--- config.mk ---
export PLATFORM = sky130hd
export DESIGN_NAME = fetch_pc_gen_flat
export DESIGN_NICKNAME = d
export VERILOG_FILES = /design/src/rtl/fetch_pc_gen_if.sv /design/src/rtl/fetch_pc_gen.sv /design/src/flat_wrapper.sv
export SDC_FILE = /design/constraint.sdc
export NUM_CORES = 1
export LEC_CHECK = 0
export CAP_MARGIN = 30
export CORE_MARGIN = 3
export CORE_UTILIZATION = 49
export DETAILED_ROUTE_END_ITERATION = 6
export GPL_ROUTABILITY_DRIVEN = 0
export PLACE_DENSITY = 0.94
export SETUP_SLACK_MARGIN = 0.15
export SLEW_MARGIN = 20
export SYNTH_ARGS = -nofsm -noshare
export SYNTH_HDL_FRONTEND = slang
export SYNTH_SLANG_ARGS = --single-unit
--- constraint.sdc ---
create_clock -name clk -period 5.5 [get_ports clk]
set_input_delay 1.1 -clock clk [delete_from_list [all_inputs] [get_ports clk]]
set_output_delay 1.1 -clock clk [all_outputs]
set_load 0.005 [all_outputs]
--- src/rtl/fetch_pc_gen_if.sv ---
// Fetch front-end bundle: redirect, I-cache request/response and decode-side
// instruction hand-off. The fetch unit takes the master side.
interface fetch_pc_gen_if #(
    parameter int WIDTH = 32
);
    logic             redirect_valid;
    logic [WIDTH-1:0] redirect_pc;
    logic             req_valid;
    logic             req_ready;
    logic [WIDTH-1:0] req_pc;
    logic             req_fire;
    logic             resp_valid;
    logic [WIDTH-1:0] resp_inst;
    logic             inst_valid;
    logic [WIDTH-1:0] inst;
    logic [WIDTH-1:0] inst_pc;
    logic             decode_ready;

    modport master (
        input  redirect_valid, redirect_pc, req_ready, resp_valid, resp_inst, decode_ready,
        output req_valid, req_pc, req_fire, inst_valid, inst, inst_pc
    );

    modport slave (
        output redirect_valid, redirect_pc, req_ready, resp_valid, resp_inst, decode_ready,
        input  req_valid, req_pc, req_fire, inst_valid, inst, inst_pc
    );
endinterface

--- src/rtl/fetch_pc_gen.sv ---
// Next-PC generator and single-outstanding I-cache fetch controller with a
// one-entry instruction register toward decode and stale-response killing.
module fetch_pc_gen #(
    parameter int               WIDTH  = 32,
    parameter logic [WIDTH-1:0] PC_RST = WIDTH'(32'h1c00_0000)
) (
    input  logic           clk,
    input  logic           rst,
    fetch_pc_gen_if.master bus
);
    typedef enum logic [1:0] {
        S_REQ  = 2'd0,
        S_WAIT = 2'd1,
        S_KILL = 2'd2
    } state_t;

    localparam logic [WIDTH-1:0] ALIGN_MASK = ~WIDTH'(3);

    state_t           state;
    state_t           state_next;
    logic [WIDTH-1:0] pc;
    logic [WIDTH-1:0] inflight_pc;
    logic             inst_valid_q;
    logic [WIDTH-1:0] inst_q;
    logic [WIDTH-1:0] inst_pc_q;

    logic             buf_free;
    logic             req_valid;
    logic             req_fire;
    logic             load;
    logic [WIDTH-1:0] redirect_tgt;

    assign buf_free     = !inst_valid_q || bus.decode_ready;
    // req_valid deliberately excludes req_ready so the cache can depend on it.
    assign req_valid    = (state == S_REQ) && !bus.redirect_valid && buf_free;
    assign req_fire     = req_valid && bus.req_ready;
    assign load         = (state == S_WAIT) && bus.resp_valid && !bus.redirect_valid;
    assign redirect_tgt = bus.redirect_pc & ALIGN_MASK;

    assign bus.req_valid  = req_valid;
    assign bus.req_fire   = req_fire;
    assign bus.req_pc     = pc;
    assign bus.inst_valid = inst_valid_q;
    assign bus.inst       = inst_q;
    assign bus.inst_pc    = inst_pc_q;

    // NOTE: sequential state uses non-blocking assignments so every register
    // samples the pre-edge values, independent of statement order.
    always_ff @(posedge clk) begin
        if (!rst) begin
            state <= S_REQ;
        end else begin
            state <= state_next;
        end
    end

    // NOTE: next state gets its default before the case so no path leaves it
    // unassigned, which would otherwise infer a latch.
    always_comb begin
        state_next = state;
        unique case (state)
            S_REQ: begin
                if (req_fire) state_next = S_WAIT;
            end
            S_WAIT: begin
                if (bus.resp_valid)          state_next = S_REQ;
                else if (bus.redirect_valid) state_next = S_KILL;
            end
            S_KILL: begin
                if (bus.resp_valid) state_next = S_REQ;
            end
            default: state_next = S_REQ;
        endcase
    end

    // Redirect outranks everything: it reloads the PC and flushes the output.
    always_ff @(posedge clk) begin
        if (!rst) begin
            pc           <= PC_RST & ALIGN_MASK;
            inflight_pc  <= '0;
            inst_valid_q <= 1'b0;
            inst_q       <= '0;
            inst_pc_q    <= '0;
        end else begin
            if (bus.redirect_valid) begin
                pc <= redirect_tgt;
            end else if (req_fire) begin
                pc <= pc + WIDTH'(4);
            end

            if (req_fire) begin
                inflight_pc <= pc;
            end

            if (bus.redirect_valid) begin
                inst_valid_q <= 1'b0;
            end else if (load) begin
                inst_valid_q <= 1'b1;
            end else if (bus.decode_ready) begin
                inst_valid_q <= 1'b0;
            end

            if (load) begin
                inst_q    <= bus.resp_inst;
                inst_pc_q <= inflight_pc;
            end
        end
    end
endmodule

--- src/flat_wrapper.sv ---
// flat-port wrapper written by rule: the top's interface ports become plain ports
module fetch_pc_gen_flat 
#(
    parameter int               WIDTH  = 32,
    parameter logic [WIDTH-1:0] PC_RST = WIDTH'(32'h1c00_0000)
)
  (clk, rst, bus_redirect_valid, bus_redirect_pc, bus_req_ready, bus_resp_valid, bus_resp_inst, bus_decode_ready, bus_req_valid, bus_req_pc, bus_req_fire, bus_inst_valid, bus_inst, bus_inst_pc);
  fetch_pc_gen_if #(.WIDTH(WIDTH)) bus_i ();
  input  logic clk;
  input  logic rst;
  input wire logic [$bits(bus_i.redirect_valid)-1:0] bus_redirect_valid;
  input wire logic [$bits(bus_i.redirect_pc)-1:0] bus_redirect_pc;
  input wire logic [$bits(bus_i.req_ready)-1:0] bus_req_ready;
  input wire logic [$bits(bus_i.resp_valid)-1:0] bus_resp_valid;
  input wire logic [$bits(bus_i.resp_inst)-1:0] bus_resp_inst;
  input wire logic [$bits(bus_i.decode_ready)-1:0] bus_decode_ready;
  output wire logic [$bits(bus_i.req_valid)-1:0] bus_req_valid;
  output wire logic [$bits(bus_i.req_pc)-1:0] bus_req_pc;
  output wire logic [$bits(bus_i.req_fire)-1:0] bus_req_fire;
  output wire logic [$bits(bus_i.inst_valid)-1:0] bus_inst_valid;
  output wire logic [$bits(bus_i.inst)-1:0] bus_inst;
  output wire logic [$bits(bus_i.inst_pc)-1:0] bus_inst_pc;
  assign bus_i.redirect_valid = bus_redirect_valid;
  assign bus_i.redirect_pc = bus_redirect_pc;
  assign bus_i.req_ready = bus_req_ready;
  assign bus_i.resp_valid = bus_resp_valid;
  assign bus_i.resp_inst = bus_resp_inst;
  assign bus_i.decode_ready = bus_decode_ready;
  assign bus_req_valid = bus_i.req_valid;
  assign bus_req_pc = bus_i.req_pc;
  assign bus_req_fire = bus_i.req_fire;
  assign bus_inst_valid = bus_i.inst_valid;
  assign bus_inst = bus_i.inst;
  assign bus_inst_pc = bus_i.inst_pc;
  fetch_pc_gen #(.WIDTH(WIDTH), .PC_RST(PC_RST)) u_core (.clk(clk), .rst(rst), .bus(bus_i));
endmodule
# ---- Yosys cells after proc, flatten, opt, wreduce, memory -nomap -nowiden
# Cells that the tools add are included.
dict set report word_totals {
  ff_bits 131
  in_bits 70
  out_inout_bits 99
  word_cells 36
}
dict set report classes {
  add_sub_neg 1
  eq_ne 5
  n_mux 9
  bitwise 1
  n_reduce_logical 13
}
# cell n
set op_table {}
lappend op_table {{32-bit 2-to-1 mux} 2}
lappend op_table {{32-bit by 3-bit adder with 32-bit output, second input constant} 1}
lappend op_table {{2-bit 2-to-1 mux} 4}
lappend op_table {{2-bit one-hot mux with 3 select lines} 1}
lappend op_table {{1-bit logical AND} 5}
lappend op_table {{2-bit inequality test, second input constant} 2}
lappend op_table {{2-bit nonzero test} 2}
lappend op_table {{3-bit inequality test, second input constant} 1}
lappend op_table {{3-bit AND reduction} 1}
lappend op_table {{2-bit by 1-bit equality test with 1-bit output, second input constant} 1}
lappend op_table {{2-bit equality test, second input constant} 1}
lappend op_table {{1-bit zero test} 2}
lappend op_table {{2-bit zero test} 1}
lappend op_table {{1-bit 2-to-1 mux} 2}
lappend op_table {{2-bit OR reduction} 1}
lappend op_table {{1-bit logical OR} 1}
lappend op_table {{1-bit NOT} 1}

# ---- Longest topological paths before layout
dict set report logic_depth {
  depth_word 6
  depth_mapped 9
  ltp_nobuf 6
}

# ---- Worst setup path after synthesis
# Ideal clock, no wire load.
dict set report synth_path {
  path_kind {in2out}
  startpoint {in bus_redirect_valid}
  endpoint {out bus_req_fire}
  t_arrival_ps 2163
  required_ps 4400
  slack_ps 2237
  path_stages 7
  path_buffers 4
  path_cell_list {buf_2 clkinv_1 nand4_2 inv_1 buf_2 buf_2 buf_2}
}
dict set report synth_between {
  elab_chain_cells 4
}
# element line_no
set synth_lines {}
lappend synth_lines {{from (decl)} flat_wrapper.sv:11} ;# input wire logic [$bits(bus_i.redirect_valid)-1:0] bus_redirect_valid;
lappend synth_lines {{1-bit zero test} fetch_pc_gen.sv:35} ;# assign req_valid = (state == S_REQ) && !bus.redirect_valid && buf_free;
lappend synth_lines {{1-bit logical AND (2 in series)} fetch_pc_gen.sv:35}
lappend synth_lines {{1-bit logical AND} fetch_pc_gen.sv:36} ;# assign req_fire = req_valid && bus.req_ready;
lappend synth_lines {{to (decl)} flat_wrapper.sv:19} ;# output wire logic [$bits(bus_i.req_fire)-1:0] bus_req_fire;
# No other way between the ends.

# ---- Worst setup path in the final report
# Same ends and word-level chain as after synthesis.

==> metrics <==
IO Port Bufs=around 160; share of the synthesized area in the top cell type=49.1%; first-pass GRT wire length=around 26 mm; critical path launch point type=input pin; slew margin rel.=between 40 and 50%; CP most frequent cell=clkdlybuf4s50_1; drt pass-1 iters=7; skew final=roughly 0.012 ns; Syn. warnings=0; slowest cell on the critical path=clkdlybuf4s50_1; die area=around 12000 sq um; chip height=about 110 um; setup TNS=0 ns; status=complete, but fails checks; Final setup viols=0; Routed Antenna Nets=0; largest family of logic cells by synthesized area=simple AND/OR/NAND/NOR gates; root buffer cell=clkbuf_8; max incr delay on CP=about 0.46 ns; Reg-to-Reg End=u_core.bus.req_pc[23]; measured slew at the worst slew-check pin=~0.78 ns; post-synthesis compound-gate area fraction=~17%; R2R Setup Slk=3.24 ns; post-route cell area=between 7000 and 8000 sq um; vias per cell=around 5.8; asr flop ratio synth=0%; critical path depth=6; register area share after synthesis=roughly 50%; worst hold slack=roughly 0.45 ns; Placed Area=approximately 6800 sq um; CTS max path bufs=2; post-layout min period=roughly 4.2 ns; post-CTS sizing=0; failing checks=DRC; row count=36; crit path from=bus_redirect_valid; DRT iter0 DRCs=roughly 700; buffer count from post-CTS setup fixing=0; I/O pin cnt=approximately 170; Routed WL=about 16 mm; Slew Limit Fails=0; fill count=approximately 660; Synth top cells by count=nand2_1, dfxtp_1, a21oi_1; share of cells above drive strength 1=roughly 6.4%; Post-Syn Area per Cell=slightly below 8 sq um; Distinct cells, synth=47; Peak Freq=between 0.2 and 0.25 GHz; die width=108 um; WP data required=4.40 ns; CTS tree=built; clk_lat worst skew=around 0.52 ns; Clk pin slew, worst setup/hold paths=0.06 ns; Fin. Hold Viols=0; xor/xnor cell area share of the yosys netlist=less than 1%; crit-path cells=clkdlybuf4s50_1 -> buf_4 -> clkinv_1 -> nand4_2 -> inv_1 -> clkdlybuf4s50_1; Core Util, Final=73.9%; core area=between 9000 and 10000 sq um; Detail Placement HPWL=roughly 10 mm; post-synthesis instance total=~650; cts hold-fix bufs=0; P&R area growth vs syn=44.4%; Hold Path Stages=2; Worst Setup End Kind=primary output; Top delay family on crit path=buffers and inverters; mux share of post-synthesis cell area=less than 1%; Num Clock Sinks=between 100 and 150; Leak=between 2 and 2.5 nW; pin count of the biggest net entering global routing=between 50 and 60; TritonCTS Buffers=17; CP bufs+invs=5; largest area contributor in the netlist=dfxtp_1; CTS H-tree depth=4; Worst setup endpoint=bus_req_fire; simple-gate portion of the synthesized area=between 20% and 30%; initial antenna violation count=0; reg2reg start=u_core.bus.req_pc[10]; top_reg_cell synth=dfxtp_1; RSZ-0062 raised after global routing=no; ANT cells=0; Netlist Area Pre-Place=approximately 5000 sq um; Wirelength per Cell=17.2 um; DP Cell Count=slightly above 900; most common cell in the netlist=nand2_1; number of enable flip-flop cells after synthesis=0; worst-path fanout max=34; maximum VDD drop=roughly 0.21 mV; vias in the first global route=5314; PwrDens=between 300 and 400 nW/um^2; arrival time of the worst setup path=approximately 3.1 ns; crit share post-route=76.4%; total gr overflow=0; MaxCap Viol Count=0; Post-Synth Adder-Cell Area=less than 1%; Non-Filler Instances=941; Hold Path Class=register to register; initial core utilization=about half; top cells by area, synth=dfxtp_1, nand2_1, a21oi_1; worst-case reg-to-reg path depth=5; fin nets=866; global-route usage over all layers=between 20% and 30%; DR vias=5422; DRC Markers=9; WS Path Type=input pin to primary output; Seq cells post-synth=around 130
[state kept, by name, indices dropped and copies added (netlist names)]
signal and count:
u_core.bus.inst_pc 30, u_core.bus.inst_valid 1, u_core.bus.req_pc 30, u_core.state 2, u_core.bus.inst 32, u_core.inflight_pc 30
[placed cells by master, fill, tap and decap left out, types with 6 or more instances in the layout]
master,count
nand2_1,201
clkdlybuf4s50_1,162
dfxtp_1,125
a21oi_1,119
nand3_1,19
nand4_1,16
clkbuf_16,16
nor2_1,12
and3_1,10
a31oi_1,10
o21ai_0,9
nor4_1,7
buf_4,7
inv_1,6
nor3_1,6
[worst reg2reg max path: cells and delay by family, from the launching register on]
| family | cells | cell delay, ns |
|---|---|---|
| simple gates | 3 | 1.36 |
| flops | 1 | 0.50 |
| compound gates | 2 | 0.29 |
[routing by layer]
| layer | part of all wire [%] | track usage [%] | wire length, um |
|---|---|---|---|
| met1 | 37 | 32.5 | 6050 |
| met2 | 49 | 46.5 | 7880 |
| met4 | 3.7 | 12.4 | 605 |
| met5 | 0 | 0 | 0 |
| met3 | 10 | 8.42 | 1640 |
[logic make-up (layout without fill, tap and decap cells)]
kind of cell / after synthesis / in the layout
AO/OA/AOI/OAI: 161 / 161
buffers and inverters: 59 / 210
multiplexers: 4 / 4
adder cells (fa/ha/maj): 1 / 1
other: 1 / 4
flip-flops: 125 / 125
AND/OR/NAND/NOR: 298 / 298
XOR/XNOR: 5 / 5
[power by group]
group	internal, mW	switching (mW)	total, mW
clock	0.665	0.439	1.10
sequential	0.930	0.0335	0.963
combinational	0.0992	0.0879	0.187
[worst min-delay path by stage]
stage                                       from                endpoint  slack (ns)
after global routing      u_core.bus.inst_pc[22]  u_core.bus.inst_pc[22]        0.47
after floorplan           u_core.inflight_pc[10]  u_core.bus.inst_pc[10]        0.43
after CTS                 u_core.inflight_pc[28]  u_core.bus.inst_pc[28]        0.45
final                     u_core.inflight_pc[28]  u_core.bus.inst_pc[28]        0.45
after global placement    u_core.inflight_pc[16]  u_core.bus.inst_pc[16]        0.44
after detailed placement  u_core.bus.inst_pc[22]  u_core.bus.inst_pc[22]        0.45
[cell type report]
| type | count | area [sq um] | share of cell area [%] |
|---|---|---|---|
| flip-flops and latches | 125 | 2500 | 34.0 |
| inverters | 8 | 31.3 | 0.425 |
| clock inverters | 14 | 158 | 2.14 |
| repair buffers | 170 | 1700 | 23.1 |
| multi-input cells | 473 | 2370 | 32.2 |
| well taps | 133 | 166 | 2.26 |
| clock buffers | 18 | 428 | 5.81 |
[per-stage QoR]
step                power, mW  worst slack, ns
finish                   2.25             1.30
global route             2.32             1.20
CTS                      2.26             1.33
global placement         1.15             1.38
detailed placement       1.16             1.32
floorplan                1.05             2.24
Power figures use the tool's default switching activity.
